`config.mk`:
```
export PLATFORM = sky130hd
export DESIGN_NAME = gate_model_seq_flat
export DESIGN_NICKNAME = d
export VERILOG_FILES = /design/src/rtl/gate_model_seq_pkg.sv /design/src/rtl/gate_model_seq_if.sv /design/src/rtl/gate_model_seq_misr16.sv /design/src/rtl/gate_model_seq.sv /design/src/flat_wrapper.sv
export SDC_FILE = /design/constraint.sdc
export NUM_CORES = 1
export LEC_CHECK = 0
export CORE_MARGIN = 2
export CORE_UTILIZATION = 35
export DETAILED_ROUTE_END_ITERATION = 10
export GPL_ROUTABILITY_DRIVEN = 0
export SYNTH_ARGS = -nofsm -noshare
export SYNTH_HDL_FRONTEND = slang
export SYNTH_SLANG_ARGS = --single-unit
```
`constraint.sdc`:
```
create_clock -name clk -period 4.6 [get_ports clk]
set_input_delay 0.46 -clock clk [delete_from_list [all_inputs] [get_ports clk]]
set_output_delay 0.46 -clock clk [all_outputs]
set_load 0.02 [all_outputs]
```
`src/rtl/gate_model_seq_pkg.sv`:
```
// Shared types and constants for the gate-model test sequencer.
package gate_seq_pkg;

  localparam int SIG_W = 16;
  localparam logic [SIG_W-1:0] MISR_SEED = 16'hFFFF;
  // Feedback taps at bits 15, 13, 12 and 10.
  localparam logic [SIG_W-1:0] MISR_TAPS = 16'hB400;
  localparam logic [SIG_W-1:0] COUNT_MAX = 16'hFFFF;

  typedef enum logic [2:0] {
    ST_IDLE    = 3'd0,
    ST_FETCH   = 3'd1,
    ST_SETTLE  = 3'd2,
    ST_CAPTURE = 3'd3,
    ST_FINISH  = 3'd4
  } seq_state_t;

  // One MISR step: shift left with XOR-of-taps feedback, then fold in the
  // (already zero-extended) response word.
  function automatic logic [SIG_W-1:0] misr_next(input logic [SIG_W-1:0] sig,
                                                 input logic [SIG_W-1:0] din);
    logic fb;
    fb = ^(sig & MISR_TAPS);
    return {sig[SIG_W-2:0], fb} ^ din;
  endfunction

endpackage

```
`src/rtl/gate_model_seq_if.sv`:
```
// Bundle of control, vector-stream, gate-model and result signals between the
// stimulus side (master) and the sequencer (slave).
interface gate_model_seq_if
  import gate_seq_pkg::*;
#(
  parameter int N_IN  = 13,
  parameter int N_OUT = 10
) ();

  logic             start;
  logic             mode;
  logic             vec_valid;
  logic [N_IN-1:0]  vec_data;
  logic             vec_last;
  logic             vec_ready;
  logic [N_IN-1:0]  dut_in;
  logic [N_OUT-1:0] dut_out;
  logic [SIG_W-1:0] exp_sig;
  logic             busy;
  logic             done;
  logic             pass;
  logic [SIG_W-1:0] signature;
  logic [15:0]      vec_count;

  // Stimulus source plus the attached gate model.
  modport master (
    output start, mode, vec_valid, vec_data, vec_last, dut_out, exp_sig,
    input  vec_ready, dut_in, busy, done, pass, signature, vec_count
  );

  // The sequencer itself.
  modport slave (
    input  start, mode, vec_valid, vec_data, vec_last, dut_out, exp_sig,
    output vec_ready, dut_in, busy, done, pass, signature, vec_count
  );

endinterface

```
`src/rtl/gate_model_seq_misr16.sv`:
```
// 16-bit multiple-input signature register compacting gate-model responses.
module misr16
  import gate_seq_pkg::*;
(
  input  logic             clk,
  input  logic             rst,
  input  logic             init,
  input  logic             en,
  input  logic [SIG_W-1:0] din,
  output logic [SIG_W-1:0] sig
);

  logic [SIG_W-1:0] r_sig;

  // Reseed on reset or run start; otherwise fold in one response per enable.
  always_ff @(posedge clk) begin
    if (rst || init) begin
      r_sig <= MISR_SEED;
    end else if (en) begin
      r_sig <= misr_next(r_sig, din);
    end
  end

  assign sig = r_sig;

endmodule

```
`src/rtl/gate_model_seq.sv`:
```
// Test sequencer: applies vectors to one combinational gate model, waits a
// settle time, captures its outputs into a MISR and reports pass/fail.
//
// state      | meaning
// -----------+-----------------------------------------------------------
// ST_IDLE    | waiting for start; outputs hold results of the last run
// ST_FETCH   | load next vector (sweep counter, or wait for stream beat)
// ST_SETTLE  | hold dut_in stable while the settle down-counter runs
// ST_CAPTURE | fold dut_out into the MISR, count the vector, pick next
// ST_FINISH  | pulse done and register the signature comparison
module gate_model_seq
  import gate_seq_pkg::*;
#(
  parameter int N_IN   = 13,
  parameter int N_OUT  = 10,
  parameter int SETTLE = 2
) (
  input logic           clk,
  input logic           rst,
  gate_model_seq_if.slave bus
);

  localparam int CNT_W = (SETTLE > 0) ? $clog2(SETTLE + 1) : 1;
  localparam logic [CNT_W-1:0] SETTLE_LOAD = CNT_W'(SETTLE);
  // With no settle time the FSM goes straight from FETCH to CAPTURE.
  localparam seq_state_t POST_FETCH = (SETTLE > 0) ? ST_SETTLE : ST_CAPTURE;

  seq_state_t       r_state;
  logic             r_mode;
  logic             r_last;
  logic [N_IN-1:0]  r_sweep;
  logic [CNT_W-1:0] r_settle_cnt;
  logic [N_IN-1:0]  r_dut_in;
  logic             r_busy;
  logic             r_done;
  logic             r_pass;
  logic [15:0]      r_vec_count;

  logic             w_start_accept;
  logic             w_vec_ready;
  logic             w_fetch_go;
  logic             w_capture;
  logic             w_last_vec;
  logic [N_OUT-1:0] w_dut_out;
  logic [SIG_W-1:0] w_misr_din;
  logic [SIG_W-1:0] w_sig;

  assign w_start_accept = (r_state == ST_IDLE) && bus.start;
  // Ready depends only on the state and the mode latched at start, never on
  // vec_valid, so the stream source cannot form a combinational loop.
  assign w_vec_ready    = (r_state == ST_FETCH) && r_mode;
  assign w_fetch_go     = r_mode ? bus.vec_valid : 1'b1;
  assign w_capture      = (r_state == ST_CAPTURE);
  assign w_last_vec     = r_mode ? r_last : (&r_sweep);
  assign w_dut_out      = bus.dut_out;
  assign w_misr_din     = SIG_W'(w_dut_out);

  misr16 u_misr (
    .clk  (clk),
    .rst  (rst),
    .init (w_start_accept),
    .en   (w_capture),
    .din  (w_misr_din),
    .sig  (w_sig)
  );

  // Sequencer FSM with all datapath registers and registered status outputs.
  always_ff @(posedge clk) begin
    if (rst) begin
      r_state      <= ST_IDLE;
      r_mode       <= 1'b0;
      r_last       <= 1'b0;
      r_sweep      <= '0;
      r_settle_cnt <= '0;
      r_dut_in     <= '0;
      r_busy       <= 1'b0;
      r_done       <= 1'b0;
      r_pass       <= 1'b0;
      r_vec_count  <= '0;
    end else begin
      r_done <= 1'b0;
      case (r_state)
        ST_IDLE: begin
          if (bus.start) begin
            r_mode      <= bus.mode;
            r_last      <= 1'b0;
            r_sweep     <= '0;
            r_vec_count <= '0;
            r_pass      <= 1'b0;
            r_busy      <= 1'b1;
            r_state     <= ST_FETCH;
          end
        end

        ST_FETCH: begin
          if (w_fetch_go) begin
            r_dut_in     <= r_mode ? bus.vec_data : r_sweep;
            r_last       <= r_mode ? bus.vec_last : 1'b0;
            r_settle_cnt <= SETTLE_LOAD;
            r_state      <= POST_FETCH;
          end
        end

        ST_SETTLE: begin
          if (r_settle_cnt <= CNT_W'(1)) begin
            r_state <= ST_CAPTURE;
          end else begin
            r_settle_cnt <= r_settle_cnt - CNT_W'(1);
          end
        end

        ST_CAPTURE: begin
          if (r_vec_count != COUNT_MAX) begin
            r_vec_count <= r_vec_count + 16'd1;
          end
          if (w_last_vec) begin
            r_done  <= 1'b1;
            r_state <= ST_FINISH;
          end else begin
            // Not last, so an all-ones sweep counter never gets here: no wrap.
            r_sweep <= r_sweep + N_IN'(1);
            r_state <= ST_FETCH;
          end
        end

        ST_FINISH: begin
          r_pass  <= (w_sig == bus.exp_sig);
          r_busy  <= 1'b0;
          r_state <= ST_IDLE;
        end

        default: begin
          r_busy  <= 1'b0;
          r_state <= ST_IDLE;
        end
      endcase
    end
  end

  assign bus.vec_ready = w_vec_ready;
  assign bus.dut_in    = r_dut_in;
  assign bus.busy      = r_busy;
  assign bus.done      = r_done;
  assign bus.pass      = r_pass;
  assign bus.signature = w_sig;
  assign bus.vec_count = r_vec_count;

endmodule

```
`src/flat_wrapper.sv`:
```
// flat-port wrapper written by rule: the top's interface ports become plain ports
module gate_model_seq_flat import gate_seq_pkg::*;
#(
  parameter int N_IN   = 13,
  parameter int N_OUT  = 10,
  parameter int SETTLE = 2
)
  (clk, rst, bus_start, bus_mode, bus_vec_valid, bus_vec_data, bus_vec_last, bus_dut_out, bus_exp_sig, bus_vec_ready, bus_dut_in, bus_busy, bus_done, bus_pass, bus_signature, bus_vec_count);
  gate_model_seq_if #(.N_IN(N_IN), .N_OUT(N_OUT)) bus_i ();
  input logic clk;
  input logic rst;
  input wire logic [$bits(bus_i.start)-1:0] bus_start;
  input wire logic [$bits(bus_i.mode)-1:0] bus_mode;
  input wire logic [$bits(bus_i.vec_valid)-1:0] bus_vec_valid;
  input wire logic [$bits(bus_i.vec_data)-1:0] bus_vec_data;
  input wire logic [$bits(bus_i.vec_last)-1:0] bus_vec_last;
  input wire logic [$bits(bus_i.dut_out)-1:0] bus_dut_out;
  input wire logic [$bits(bus_i.exp_sig)-1:0] bus_exp_sig;
  output wire logic [$bits(bus_i.vec_ready)-1:0] bus_vec_ready;
  output wire logic [$bits(bus_i.dut_in)-1:0] bus_dut_in;
  output wire logic [$bits(bus_i.busy)-1:0] bus_busy;
  output wire logic [$bits(bus_i.done)-1:0] bus_done;
  output wire logic [$bits(bus_i.pass)-1:0] bus_pass;
  output wire logic [$bits(bus_i.signature)-1:0] bus_signature;
  output wire logic [$bits(bus_i.vec_count)-1:0] bus_vec_count;
  assign bus_i.start = bus_start;
  assign bus_i.mode = bus_mode;
  assign bus_i.vec_valid = bus_vec_valid;
  assign bus_i.vec_data = bus_vec_data;
  assign bus_i.vec_last = bus_vec_last;
  assign bus_i.dut_out = bus_dut_out;
  assign bus_i.exp_sig = bus_exp_sig;
  assign bus_vec_ready = bus_i.vec_ready;
  assign bus_dut_in = bus_i.dut_in;
  assign bus_busy = bus_i.busy;
  assign bus_done = bus_i.done;
  assign bus_pass = bus_i.pass;
  assign bus_signature = bus_i.signature;
  assign bus_vec_count = bus_i.vec_count;
  gate_model_seq #(.N_IN(N_IN), .N_OUT(N_OUT), .SETTLE(SETTLE)) u_core (.clk(clk), .rst(rst), .bus(bus_i));
endmodule
```
# Yosys cells after proc, flatten, opt, wreduce, memory -nomap -nowiden
# Index checks and enable logic that the tools add are counted.
# classes
n_lt_le_gt_ge	1
add_sub_neg	3
n_bitwise	3
n_reduce_logical	21
eq_ne	12
mux	25
# ops
operator	n
2-to-1 mux 13 bit	3
2-to-1 mux 16 bit	2
one-hot mux 16 bit (2 select lines)	1
one-hot mux 13 bit (2 select lines)	1
adder 16 x 1 -> 16 bit, second input constant	1
equality test 16 bit	1
!= test 16 bit, second input constant	1
parity 16 bit	1
bitwise XOR 16 x 10 -> 16 bit	1
AND reduction 3 bit	5
adder 13 x 1 -> 13 bit, second input constant	1
AND reduction 13 bit	1
2-to-1 mux 3 bit	4
one-hot mux 3 bit (4 select lines)	1
AND reduction 2 bit	4
nonzero test 2 bit	4
2-to-1 mux 1 bit	7
equality test 3 x 2 -> 1 bit, second input constant	2
!= test 2 x 1 -> 1 bit, second input constant	3
!= test 2 bit, second input constant	3
one-hot mux 1 bit (2 select lines)	3
2-to-1 mux 2 bit	2
one-hot mux 2 bit (2 select lines)	1
equality test 3 x 1 -> 1 bit, second input constant	1
9 further kinds	11
# totals
regBits	68
word_cells	76
in_bits	45
output_inout_bits	49

# Depth between registers and ports, before layout
# Gate-level depths: netlist (run 1).
# logic_depth
depth_word	4
depth_mapped	8
mapped_depth_nobuf	7

# Modules after synthesis
# A second synthesis (run 1) with hierarchy kept.
# hier_totals
hier_cells	405
area_unflattened_um2	3557.2
# by_module_without_submodules
mod	area_each_um2	cells_each	n_inst	seq_area_each_um2
gate_model_seq	2840.2	318	1	1041.0
misr16	716.9	87	1	320.3

# Worst setup path before layout (run 1)
# OpenSTA, ideal clock, no wires.
# synth_timing
kind	register to register
from	register u_core.r_vec_count[0], in the netlist u_core.bus.vec_count[0]
to	register u_core.r_vec_count[0], in the netlist u_core.bus.vec_count[0]
arrival_ns	1.670
required_ns	4.537
n_path_buf	0
setup_time_ns	0.063
path_slack_ns	2.867
stages_incl_launch_ff	7
period_less_slack_ns	1.733
path_cell_list	dfxtp_1 -> ha_1 -> nand3_1 -> nor4_4 -> nor2_2 -> mux2_4 -> nor2_2
# synth_via
elab_chain_cells	3
elab_cells_between_ends	6
cone_classes	add/sub (1); eq/ne (2); mux (2); reduce/logical (1)
# synth_lines
element	line_no	source
start: declaration	gate_model_seq.sv:37	logic [15:0] r_vec_count;
start signal: assignment	gate_model_seq.sv:114	r_vec_count <= r_vec_count + 16'd1;
adder 16 x 1 -> 16 bit or != test 16 bit (tied branches)	gate_model_seq.sv:114, gate_model_seq.sv:113	
2-to-1 mux 16 bit or != test 2 x 1 -> 1 bit (tied branches)	n/a	
one-hot mux 16 bit (2 select lines) or AND reduction 3 bit (tied branches)	n/a	
# Parallel ways exist; a longest one is shown, timed or not. The select of a mux whose other input is x is not followed.
# A chain may end at the register's enable or synchronous reset.

# Final worst setup path (run 1)
# layout_timing
from	register u_core.r_mode
to	output port bus_vec_ready
# layout_via
elab_chain_cells	1
# layout_lines
element	line_no	source
start: declaration	gate_model_seq.sv:29	logic r_mode;
start signal: assignment	gate_model_seq.sv:85	r_mode <= bus.mode;
logical AND 1 bit	gate_model_seq.sv:51	assign w_vec_ready = (r_state == ST_FETCH) && r_mode;
end: declaration	flat_wrapper.sv:19	output wire logic [$bits(bus_i.vec_ready)-1:0] bus_vec_ready;
# No other way between the ends.

==> results of run 1 <==
-- cell usage in the layout, fill, tap and decap left out, drive strengths merged, types with 4 or more instances in the layout --
| cell | n |
|---|---|
| nor4b | 4 |
| nand3 | 21 |
| nor4 | 10 |
| dfxtp | 68 |
| mux2i | 14 |
| nor2 | 53 |
| a21oi | 5 |
| clkbuf | 11 |
| and3 | 5 |
| nand4 | 10 |
| clkdlybuf4s50 | 93 |
| nand2 | 38 |
| a211oi | 17 |
| o211ai | 12 |
| nor3 | 12 |
| xor2 | 15 |
| xnor2 | 38 |
-- stage by stage --
step	area, sq um	hold slack, ns	power [mW]	cells	util
after floorplan	3450	0.461	0.856	378	-
after global placement	4460	0.458	0.975	585	0.460
after detailed placement	4460	0.480	0.978	585	0.460
after CTS	4630	0.494	1.42	600	0.478
after global routing	4630	0.535	1.48	600	0.478
final	4630	0.488	1.40	600	0.478
-- power breakdown --
group | internal [mW] | leakage [nW] | switching [mW] | total (mW)
clock network | 0.220 | 0.0872 | 0.222 | 0.442
registers | 0.623 | 0.552 | 0.0434 | 0.667
logic | 0.148 | 0.924 | 0.148 | 0.295
total | 0.991 | 1.56 | 0.413 | 1.40
-- logic make-up after synthesis --
logic type,count (synthesis),share of synthesized area
simple gates,170,0.280
flops,68,0.394
xor+xnor,53,0.135
compound gates,43,0.0935
buf+inv,25,0.0381
mux,16,0.0482
fa+ha+maj,3,0.0109
-- worst paths after layout --
check                      end  cells after the start       startpoint  slack, ns
max              bus_vec_ready                      2    u_core.r_mode       1.97
min            u_core.bus.pass                      2  u_core.bus.pass       0.49
max reg2reg  u_core.r_sweep[0]                      6    u_core.r_mode       2.22
min reg2reg    u_core.bus.pass                      2  u_core.bus.pass       0.49
-- Yosys cell counts, drive strengths merged --
cell type | count | area, sq um
a2111oi | 1 | 15.0
a211oi | 17 | 128
a21oi | 5 | 25.0
a31o | 1 | 8.76
a31oi | 1 | 12.5
and2 | 1 | 6.26
and3 | 5 | 31.3
and3b | 1 | 8.76
and4 | 1 | 8.76
buf | 17 | 101
clkbuf | 5 | 18.8
dfxtp | 68 | 1360
ha | 3 | 37.5
inv | 3 | 11.3
mux2 | 2 | 26.3
mux2i | 14 | 140
nand2 | 38 | 150
nand2b | 2 | 12.5
nand3 | 21 | 105
nand3b | 3 | 22.5
nand4 | 10 | 75.1
nor2 | 53 | 204
nor2b | 2 | 12.5
nor3 | 12 | 80.1
nor3b | 2 | 20.0
nor4 | 10 | 126
nor4b | 4 | 62.6
nor4bb | 1 | 16.3
o2111ai | 3 | 26.3
o211ai | 12 | 90.1
o21a | 1 | 7.51
o21ai | 2 | 10.0
or2 | 3 | 18.8
or3 | 1 | 6.26
xnor2 | 38 | 333
xor2 | 15 | 131
-- registers in the layout, summed over array words and instances (netlist names) --
register / count
u_core.r_mode: 1
u_core.u_misr.sig: 16
u_core.r_state: 3
u_core.r_settle_cnt: 2
u_core.bus.busy: 1
u_core.bus.dut_in: 13
u_core.bus.pass: 1
u_core.r_last: 1
u_core.bus.done: 1
u_core.r_sweep: 13
u_core.bus.vec_count: 16
-- worst max-delay path, stage by stage (launching register included) --
cell and delay [ns]:
dfxtp_1 0.91, and3_1 0.31, clkdlybuf4s50_1 0.61
-- routing by layer --
metal / global-route usage / up-vias
met2: 0.246 / 78
li1: - / 1493
met1: 0.243 / 1313
met5: 0 / -
met3: 0.0511 / 4
met4: 0.0445 / 0
-- final cells by class --
class / instances / area [sq um] / area share
clock buffers: 11 / 151 / 0.0327
clock inverters: 4 / 25.0 / 0.00540
inverters: 3 / 11.3 / 0.00243
multi-input cells: 285 / 1960 / 0.424
flip-flops and latches: 68 / 1360 / 0.294
well taps: 133 / 166 / 0.0359
repair buffers: 96 / 953 / 0.206
==> impl_metrics.sql, run 1 <==
INSERT INTO impl_metrics (metric_group, metric, value, unit) VALUES
('run_status', 'outcome', 'completed', ''),
('clocking', 'clock-sinks', '68', ''),
('sta', 'finalHoldViolCount', '0', ''),
('route', 'met1Wirelength', '4.21', 'mm'),
('clocking', 'clock_tree_from_tritoncts', 'done', ''),
('final_layout', 'fin_nets', '511', ''),
('route', 'drt_iter0_drc', '171', ''),
('logic_synthesis', 'synth.lib_cells_used.distinct', '51', ''),
('route', 'routedWlPerCell', '13.9', 'um'),
('worst_hold_path', 'hp-class', 'flip-flop to flip-flop', ''),
('die', 'die_height', '103', 'um'),
('clocking', 'clock_path_buffers', '2', ''),
('route', 'postRouteAntennaNets', '0', ''),
('clocking', 'total_of_hold_buffers_inserted_after_clock_tree_synthesis', '0', ''),
('final_layout', 'layout-area-overhead-vs-synth', '34.3', '%'),
('grt', 'grt_overflow', '0', ''),
('power_and_ir_drop', 'ir_worst_vdd', '0.124', 'mV'),
('placement', 'place.detailed.hpwl', '6.16', 'mm'),
('sta', 'worst_clock_skew', '0.00653', 'ns'),
('die', 'die_w', '103', 'um'),
('logic_synthesis', 'yosys_warnings', '0', ''),
('route', 'met3RoutedLength', '496', 'um'),
('power_and_ir_drop', 'total_leakage_power', '1.56', 'nW'),
('final_layout', 'number_of_antenna_diodes', '0', ''),
('clocking', 'cts_root_buffer', 'clkbuf_8', ''),
('placement', 'port-buffer-count', '93', ''),
('run', 'timing.max_cap.violations', '0', ''),
('grt', 'first_global_vias', '2838', ''),
('die', 'floorplan.initialDensity', '0.356', ''),
('sta', 'finalWorstPathRequiredPeriod', '2.63', 'ns'),
('sta', 'setup_violations', '0', ''),
('sta', 'accumulated_negative_setup_slack', '0', 'ns'),
('route', 'drt-vias-per-instance', '4.81', ''),
('sta', 'pins_over_slew_limit', '0', ''),
('route', 'drt_first_pass_iters', '4', ''),
('final_layout', 'post_route_cells_drive_above_1_share', '0.0985', ''),
('grt', 'all_layer_global_routing_usage', '0.169', ''),
('setup_path', 'startpoint_kind_of_the_worst_setup_timing_path', 'flip-flop', ''),
('route', 'wl', '8.36', 'mm'),
('clocking', 'cts.htree.levels', '3', ''),
('power_and_ir_drop', 'p_per_area', '303', 'mW/mm^2'),
('grt', 'first_pass_grt_wire_length', '14.0', 'mm'),
('sta', 'max_clock_freq', '381', 'MHz'),
('die', 'die-area', '0.0107', 'sq mm'),
('die', 'fp.coreArea', '0.00968', 'sq mm'),
('logic_synthesis', 'synthesis.area_per_instance', '9.13', 'sq um'),
('placement', 'dp_slack', '2.11', 'ns'),
('sta', 'post-route-worst-setup-slack', '1.97', 'ns'),
('logic_synthesis', 'postSynthCellCount', '378', ''),
('clocking', 'post_cts.repair.setup_buffers', '0', ''),
('setup_path', 'timing.critical_path.to_type', 'output port', ''),
('logic_synthesis', 'synth.ff_latch_count', '68', ''),
('grt', 'grt_start_max_net_pins', '29', ''),
('sta', 'worst_slew_pin_slew', '1.20', 'ns'),
('setup_path', 'worstPathRequired', '4.14', 'ns'),
('logic_synthesis', 'netlist_area', '0.00345', 'sq mm'),
('final_layout', 'filler_cell_count', '948', ''),
('setup_path', 'critical_path_peak_fanout', '18', ''),
('setup_path', 'kind_of_critical_path', 'flip-flop to output port', ''),
('logic_synthesis', 'yosysSeqAreaShare', '0.394', ''),
('clocking', 'clkSlewWorstSetupHoldPaths', '0.07', 'ns'),
('clocking', 'numCtsBuffers', '9', ''),
('route', 'drc_errors', '0', ''),
('sta', 'slew_headroom', '0.199', ''),
('route', 'routed.top_layer', 'met4', ''),
('clocking', 'clk-insertion-delay-late', '0.34', 'ns'),
('logic_synthesis', 'post_synthesis_net_count', '426', ''),
('grt', 'grt_antenna_before_repair', '0', ''),
('die', 'io_pins', '94', ''),
('setup_path', 'critical_path_arrival', '2.17', 'ns'),
('sta', 'final.period_utilization', '0.571', ''),
('route', 'detailroute.wirelength.met2', '3.59', 'mm'),
('clocking', 'cts_resized', '0', ''),
('sta', 'setup_repair_after_global_routing_missed_its_margin', 'false', ''),
('die', 'num_rows', '36', ''),
('route', 'routed-via-count', '2888', '');
Power figures use the tool's default switching activity.
==> run 2: changes to the inputs <==
- clock period: 4.6 -> 2.2 ns (I/O delays scaled with it)
==> run 2 against run 1 <==
Compared with the run above:
- total power is 130% higher
- global-route usage is 0.36 points lower
- register-to-register slack worse by 1.8 ns
==> impl_metrics.sql, run 2 (same netlist as run 1, synthesis figures left out) <==
INSERT INTO impl_metrics (metric_group, metric, value, unit) VALUES
('route', 'drc_errors', '0', ''),
('die', 'fp.coreArea', '0.00968', 'sq mm'),
('setup_path', 'max_stage_delay', '0.60', 'ns'),
('clocking', 'clkSlewWorstSetupHoldPaths', '0.07', 'ns'),
('route', 'wl', '8.55', 'mm'),
('clocking', 'clk-insertion-delay-late', '0.34', 'ns'),
('route', 'drt_first_pass_iters', '5', ''),
('setup_path', 'timing.critical_path.to_type', 'output port', ''),
('grt', 'grt_overflow', '0', ''),
('final_layout', 'fin_nets', '521', ''),
('final_layout', 'number_of_antenna_diodes', '0', ''),
('sta', 'timing.hold.ws', '0.463', 'ns'),
('sta', 'pins_over_slew_limit', '0', ''),
('setup_path', 'critical_path.reg2reg.endpoint', 'u_core.bus.vec_count[15]', ''),
('route', 'drt-vias-per-instance', '4.87', ''),
('placement', 'place.detailed.hpwl', '6.36', 'mm'),
('power_and_ir_drop', 'p_per_area', '666', 'mW/mm^2'),
('clocking', 'clock_tree_from_tritoncts', 'done', ''),
('worst_hold_path', 'hp-class', 'input port to flip-flop', ''),
('die', 'die_w', '103', 'um'),
('clocking', 'numCtsBuffers', '9', ''),
('clocking', 'cts_root_buffer', 'clkbuf_8', ''),
('sta', 'max_clock_freq', '500', 'MHz'),
('setup_path', 'worst_r2r_path_depth', '6', ''),
('final_layout', 'layout-area-overhead-vs-synth', '37.6', '%'),
('clocking', 'clock_path_buffers', '2', ''),
('setup_path', 'cp.buffers_inverters', '1', ''),
('clocking', 'post_cts.repair.setup_buffers', '0', ''),
('grt', 'first_pass_grt_wire_length', '13.6', 'mm'),
('run', 'timing.max_cap.violations', '0', ''),
('route', 'drt_iter0_drc', '117', ''),
('clocking', 'cts_resized', '0', ''),
('setup_path', 'r2r_slack', '0.40', 'ns'),
('setup_path', 'worstPathRequired', '1.98', 'ns'),
('grt', 'first_global_vias', '2687', ''),
('die', 'floorplan.initialDensity', '0.356', ''),
('route', 'routedWlPerCell', '14.0', 'um'),
('run_status', 'outcome', 'completed', ''),
('setup_path', 'path_delay_family', 'buffers and inverters', ''),
('sta', 'accumulated_negative_setup_slack', '0', 'ns'),
('sta', 'finalWorstPathRequiredPeriod', '2.00', 'ns'),
('sta', 'worst_slew_pin_slew', '0.426', 'ns'),
('sta', 'finalHoldViolCount', '0', ''),
('setup_path', 'critical_path_peak_fanout', '10', ''),
('sta', 'slew_headroom', '0.715', ''),
('worst_hold_path', 'source_of_the_worst_hold_timing_path', 'bus_mode', ''),
('setup_path', 'kind_of_critical_path', 'flip-flop to output port', ''),
('die', 'io_pins', '94', ''),
('grt', 'grt_start_max_net_pins', '29', ''),
('grt', 'grt_antenna_before_repair', '0', ''),
('clocking', 'clock-sinks', '68', ''),
('clocking', 'cts.htree.levels', '3', ''),
('placement', 'port-buffer-count', '93', ''),
('route', 'routed-via-count', '2974', ''),
('setup_path', 'crit_path_cell_trace', 'nor2_1 > and3_1 > clkdlybuf4s50_1', ''),
('setup_path', 'critical_path_arrival', '1.78', 'ns'),
('setup_path', 'critPathSlowestCell', 'clkdlybuf4s50_1', ''),
('route', 'postRouteAntennaNets', '0', ''),
('setup_path', 'reg2reg_from', 'u_core.r_state[1]', ''),
('sta', 'final.period_utilization', '0.910', ''),
('sta', 'setup_violations', '0', ''),
('clocking', 'total_of_hold_buffers_inserted_after_clock_tree_synthesis', '0', ''),
('worst_hold_path', 'hold_end', 'u_core.r_mode', ''),
('sta', 'setup_repair_after_global_routing_missed_its_margin', 'false', ''),
('sta', 'worst_clock_skew', '0.0105', 'ns'),
('die', 'num_rows', '36', ''),
('die', 'die-area', '0.0107', 'sq mm'),
('power_and_ir_drop', 'ir_worst_vdd', '0.346', 'mV'),
('final_layout', 'mostFrequentLayoutCell', 'clkdlybuf4s50_1', ''),
('power_and_ir_drop', 'total_leakage_power', '1.63', 'nW'),
('final_layout', 'post_route_cells_drive_above_1_share', '0.117', ''),
('worst_hold_path', 'worst_hold_path.num_cells', '3', ''),
('grt', 'all_layer_global_routing_usage', '0.165', ''),
('die', 'die_height', '103', 'um'),
('final_layout', 'layout_common_cells', 'clkdlybuf4s50_1 (93), dfxtp_1 (68), nor2_1 (51)', ''),
('setup_path', 'startpoint_kind_of_the_worst_setup_timing_path', 'flip-flop', '');
-- run 2: cell count changes in the layout (fill, tap and decap cells not counted), sizes merged --
cell    previous run  this run
buf                3        13
clkbuf            11        10
bufinv             0         2
-- run 2: worst max path at each step --
stage	startpoint	end	slack, ns	cells after the start
2_1_floorplan	u_core.bus.vec_count[0]	u_core.bus.vec_count[0]	0.47	6
4_1_cts	u_core.r_state[1]	bus_vec_ready	0.19	3
3_3_place_gp	bus_start	u_core.r_state[0]	0.37	5
6_report	u_core.r_state[1]	bus_vec_ready	0.20	3
5_1_grt	u_core.r_state[1]	bus_vec_ready	0.12	3
3_5_place_dp	bus_start	u_core.bus.vec_count[9]	0.37	5
-- run 2: per-layer routing --
layer	global-route usage	up-vias	wire length, um	part of all wire
li1	-	1512	-	-
met1	0.237	1375	4180	0.49
met2	0.235	80	3760	0.44
met3	0.0444	7	540	0.063
met4	0.0638	0	68	0.0080
met5	0	-	0	0
-- run 2: worst reg2reg max path, stage by stage (launching register included) --
cell and delay [ns]:
dfxtp_1 0.56, nand3b_1 0.16, buf_4 0.23, nor4_2 0.39
nand3_1 0.15, xor2_1 0.16, nor2_1 0.06
-- run 2: cell type report --
cell class	instances	area [sq um]
clock buffer	10	128
clock inverter	6	88.8
fill	907	4940
inverter	3	11.3
multi-input combinational	285	1960
sequential	68	1360
tap	133	166
timing repair buffer	106	1030
-- run 2: stage by stage --
stage | util | instance area, sq um | cells | power (mW) | worst slack, ns
detailed placement | 0.468 | 4530 | 595 | 2.07 | 0.371
floorplan | - | 3450 | 378 | 1.79 | 0.467
finish | 0.490 | 4750 | 611 | 3.16 | 0.198
global placement | 0.468 | 4530 | 595 | 2.06 | 0.366
CTS | 0.490 | 4750 | 611 | 3.20 | 0.191
global route | 0.490 | 4750 | 611 | 3.30 | 0.117
-- run 2: power by group --
| group | total (mW) | switching [mW] | internal (mW) |
|---|---|---|---|
| logic | 0.659 | 0.331 | 0.328 |
| registers | 1.38 | 0.0750 | 1.30 |
| clock network | 1.12 | 0.485 | 0.638 |
| total | 3.16 | 0.891 | 2.27 |
==> run 3: changes to the inputs <==
- clock period: 2.2 -> 1.96 ns (I/O delays scaled with it)
==> run 3 against run 2 <==
Compared with the run above:
- sequential power grew 12%
- critical path depth grew 4
- register-to-register slack worse by 0.26 ns
- count of clock-buffer cells in the layout unchanged
- core utilization up 0.78 points
- sequential share of layout area decreased by 0.45 points
- die area unchanged
- largest cell class unchanged
==> impl_metrics.sql, run 3 (same netlist as run 1, synthesis figures left out) <==
INSERT INTO impl_metrics (metric_group, metric, value, unit) VALUES
('setup_path', 'max_stage_delay', '0.35', 'ns'),
('sta', 'pins_over_slew_limit', '0', ''),
('die', 'fp.coreArea', '0.00968', 'sq mm'),
('grt', 'all_layer_global_routing_usage', '0.165', ''),
('power_and_ir_drop', 'p_per_area', '712', 'mW/mm^2'),
('sta', 'accumulated_negative_setup_slack', '0', 'ns'),
('worst_hold_path', 'hold_end', 'u_core.r_mode', ''),
('final_layout', 'mostFrequentLayoutCell', 'clkdlybuf4s50_1', ''),
('setup_path', 'worstPathRequired', '2.24', 'ns'),
('setup_path', 'r2r_slack', '0.14', 'ns'),
('clocking', 'clk-insertion-delay-late', '0.34', 'ns'),
('clocking', 'post_cts.repair.setup_buffers', '0', ''),
('sta', 'finalWorstPathRequiredPeriod', '1.82', 'ns'),
('setup_path', 'timing.critical_path.to_type', 'flip-flop', ''),
('placement', 'place.detailed.hpwl', '6.38', 'mm'),
('grt', 'grt_antenna_before_repair', '0', ''),
('sta', 'setup_repair_after_global_routing_missed_its_margin', 'false', ''),
('sta', 'final.period_utilization', '0.929', ''),
('die', 'io_pins', '94', ''),
('grt', 'grt_start_max_net_pins', '27', ''),
('setup_path', 'critPathSlowestCell', 'dfxtp_1', ''),
('sta', 'setup_violations', '0', ''),
('route', 'routedWlPerCell', '13.6', 'um'),
('clocking', 'clkSlewWorstSetupHoldPaths', '0.07', 'ns'),
('worst_hold_path', 'source_of_the_worst_hold_timing_path', 'bus_mode', ''),
('clocking', 'cts.htree.levels', '3', ''),
('setup_path', 'critical_path_arrival', '2.11', 'ns'),
('die', 'die_w', '103', 'um'),
('setup_path', 'critical_path.reg2reg.endpoint', 'u_core.r_sweep[0]', ''),
('final_layout', 'final_design_area_no_fill', '0.00482', 'sq mm'),
('clocking', 'cts_resized', '0', ''),
('route', 'drc_errors', '0', ''),
('clocking', 'numCtsBuffers', '9', ''),
('setup_path', 'reg2reg_from', 'u_core.r_sweep[1]', ''),
('sta', 'worst_slew_pin_slew', '0.426', 'ns'),
('route', 'postRouteAntennaNets', '0', ''),
('die', 'die-area', '0.0107', 'sq mm'),
('sta', 'slew_headroom', '0.716', ''),
('route', 'drt_first_pass_iters', '4', ''),
('sta', 'worst_clock_skew', '0.00750', 'ns'),
('route', 'drt-vias-per-instance', '4.82', ''),
('setup_path', 'worst_r2r_path_depth', '7', ''),
('placement', 'placement.cell_area', '0.00462', 'sq mm'),
('setup_path', 'critical_path_peak_fanout', '7', ''),
('clocking', 'clock_tree_from_tritoncts', 'done', ''),
('worst_hold_path', 'hp-class', 'input port to flip-flop', ''),
('power_and_ir_drop', 'total_leakage_power', '1.71', 'nW'),
('route', 'routed-via-count', '2991', ''),
('grt', 'first_global_vias', '2901', ''),
('final_layout', 'fin_nets', '531', ''),
('final_layout', 'layout_common_cells', 'clkdlybuf4s50_1 (92), dfxtp_1 (68), nor2_1 (51)', ''),
('placement', 'port-buffer-count', '93', ''),
('sta', 'finalHoldViolCount', '0', ''),
('route', 'drt_iter0_drc', '127', ''),
('setup_path', 'critical_path.most_common_cell', 'nor2_1', ''),
('clocking', 'clock-sinks', '68', ''),
('die', 'die_height', '103', 'um'),
('run', 'timing.max_cap.violations', '0', ''),
('die', 'floorplan.initialDensity', '0.356', ''),
('setup_path', 'startpoint_kind_of_the_worst_setup_timing_path', 'flip-flop', ''),
('sta', 'max_clock_freq', '549', 'MHz'),
('clocking', 'clock_path_buffers', '2', ''),
('route', 'wl', '8.45', 'mm'),
('final_layout', 'layout-area-overhead-vs-synth', '39.8', '%'),
('clocking', 'cts_root_buffer', 'clkbuf_8', ''),
('die', 'num_rows', '36', ''),
('final_layout', 'filler_cell_count', '912', ''),
('final_layout', 'number_of_antenna_diodes', '0', ''),
('power_and_ir_drop', 'ir_worst_vdd', '0.364', 'mV'),
('setup_path', 'crit_path_cell_trace', 'ha_1 > nand3_1 > nor4_4 > buf_4 > nor2_1 > mux2_1 > nor2_1', ''),
('grt', 'grt_overflow', '0', ''),
('run_status', 'outcome', 'completed', ''),
('clocking', 'total_of_hold_buffers_inserted_after_clock_tree_synthesis', '0', ''),
('grt', 'first_pass_grt_wire_length', '13.8', 'mm'),
('final_layout', 'post_route_cells_drive_above_1_share', '0.135', ''),
('worst_hold_path', 'worst_hold_path.num_cells', '3', ''),
('setup_path', 'kind_of_critical_path', 'flip-flop to flip-flop', '');
## run 3: cell count changes in the layout (fill, tap and decap cells not counted)
cell / before / now
buf_12: 0 / 1
buf_4: 13 / 22
bufinv_16: 2 / 1
clkdlybuf4s50_1: 93 / 92
clkinv_2: 1 / 2
clkinv_4: 1 / 2
clkinvlp_4: 2 / 1
dlymetal6s2s_1: 0 / 1
nor4_2: 4 / 3
nor4_4: 3 / 4
## run 3: critical path, delay by kind of cell (launching register included)
family	cells	cell delay, ns
mux	1	0.32
simple gates	4	0.71
flops	1	0.35
buf+inv	1	0.22
fa+ha+maj	1	0.16
## run 3: metal layers
metal  vias up  global-route usage  part of all wire
met1      1363               0.220              0.49
li1       1538                   -                 -
met3        12              0.0578             0.064
met5         -                   0                 0
met4         0              0.0536             0.016
met2        78               0.251              0.43
## run 3: layout make-up
type	instances	area [sq um]	share of cell area
flip-flops and latches	68	1360	0.282
multi-input cells	285	1970	0.409
well taps	133	166	0.0345
inverters	3	11.3	0.00233
repair buffers	116	1120	0.232
clock buffers	10	128	0.0265
clock inverters	6	65.1	0.0135
## run 3: how the worst max path moves through the flow
| stage | startpoint | end | slack, ns |
|---|---|---|---|
| after CTS | u_core.r_state[2] | bus_vec_ready | 0.02 |
| after global placement | bus_start | u_core.r_state[0] | 0.21 |
| final | u_core.r_sweep[1] | u_core.r_sweep[0] | 0.14 |
| after detailed placement | u_core.r_sweep[1] | u_core.r_sweep[0] | 0.15 |
| after floorplan | u_core.bus.vec_count[0] | u_core.bus.vec_count[0] | 0.23 |
| after global routing | u_core.r_sweep[0] | u_core.r_sweep[0] | 0.006 |
## run 3: metrics by stage
| step | setup slack (ns) | cells | util | total power [mW] | hold WS (ns) |
|---|---|---|---|---|---|
| 5_1_grt | 0.00635 | 621 | 0.498 | 3.61 | 0.476 |
| 2_1_floorplan | 0.227 | 378 | - | 2.01 | 0.289 |
| 6_report | 0.139 | 621 | 0.498 | 3.44 | 0.464 |
| 3_3_place_gp | 0.205 | 605 | 0.477 | 2.34 | 0.454 |
| 3_5_place_dp | 0.151 | 605 | 0.477 | 2.34 | 0.473 |
| 4_1_cts | 0.0242 | 621 | 0.497 | 3.48 | 0.449 |
## run 3: where the power goes
| part | internal (mW) | switching [mW] | total, mW |
|---|---|---|---|
| Clock | 0.587 | 0.542 | 1.13 |
| Sequential | 1.46 | 0.0786 | 1.54 |
| Combinational | 0.387 | 0.378 | 0.765 |
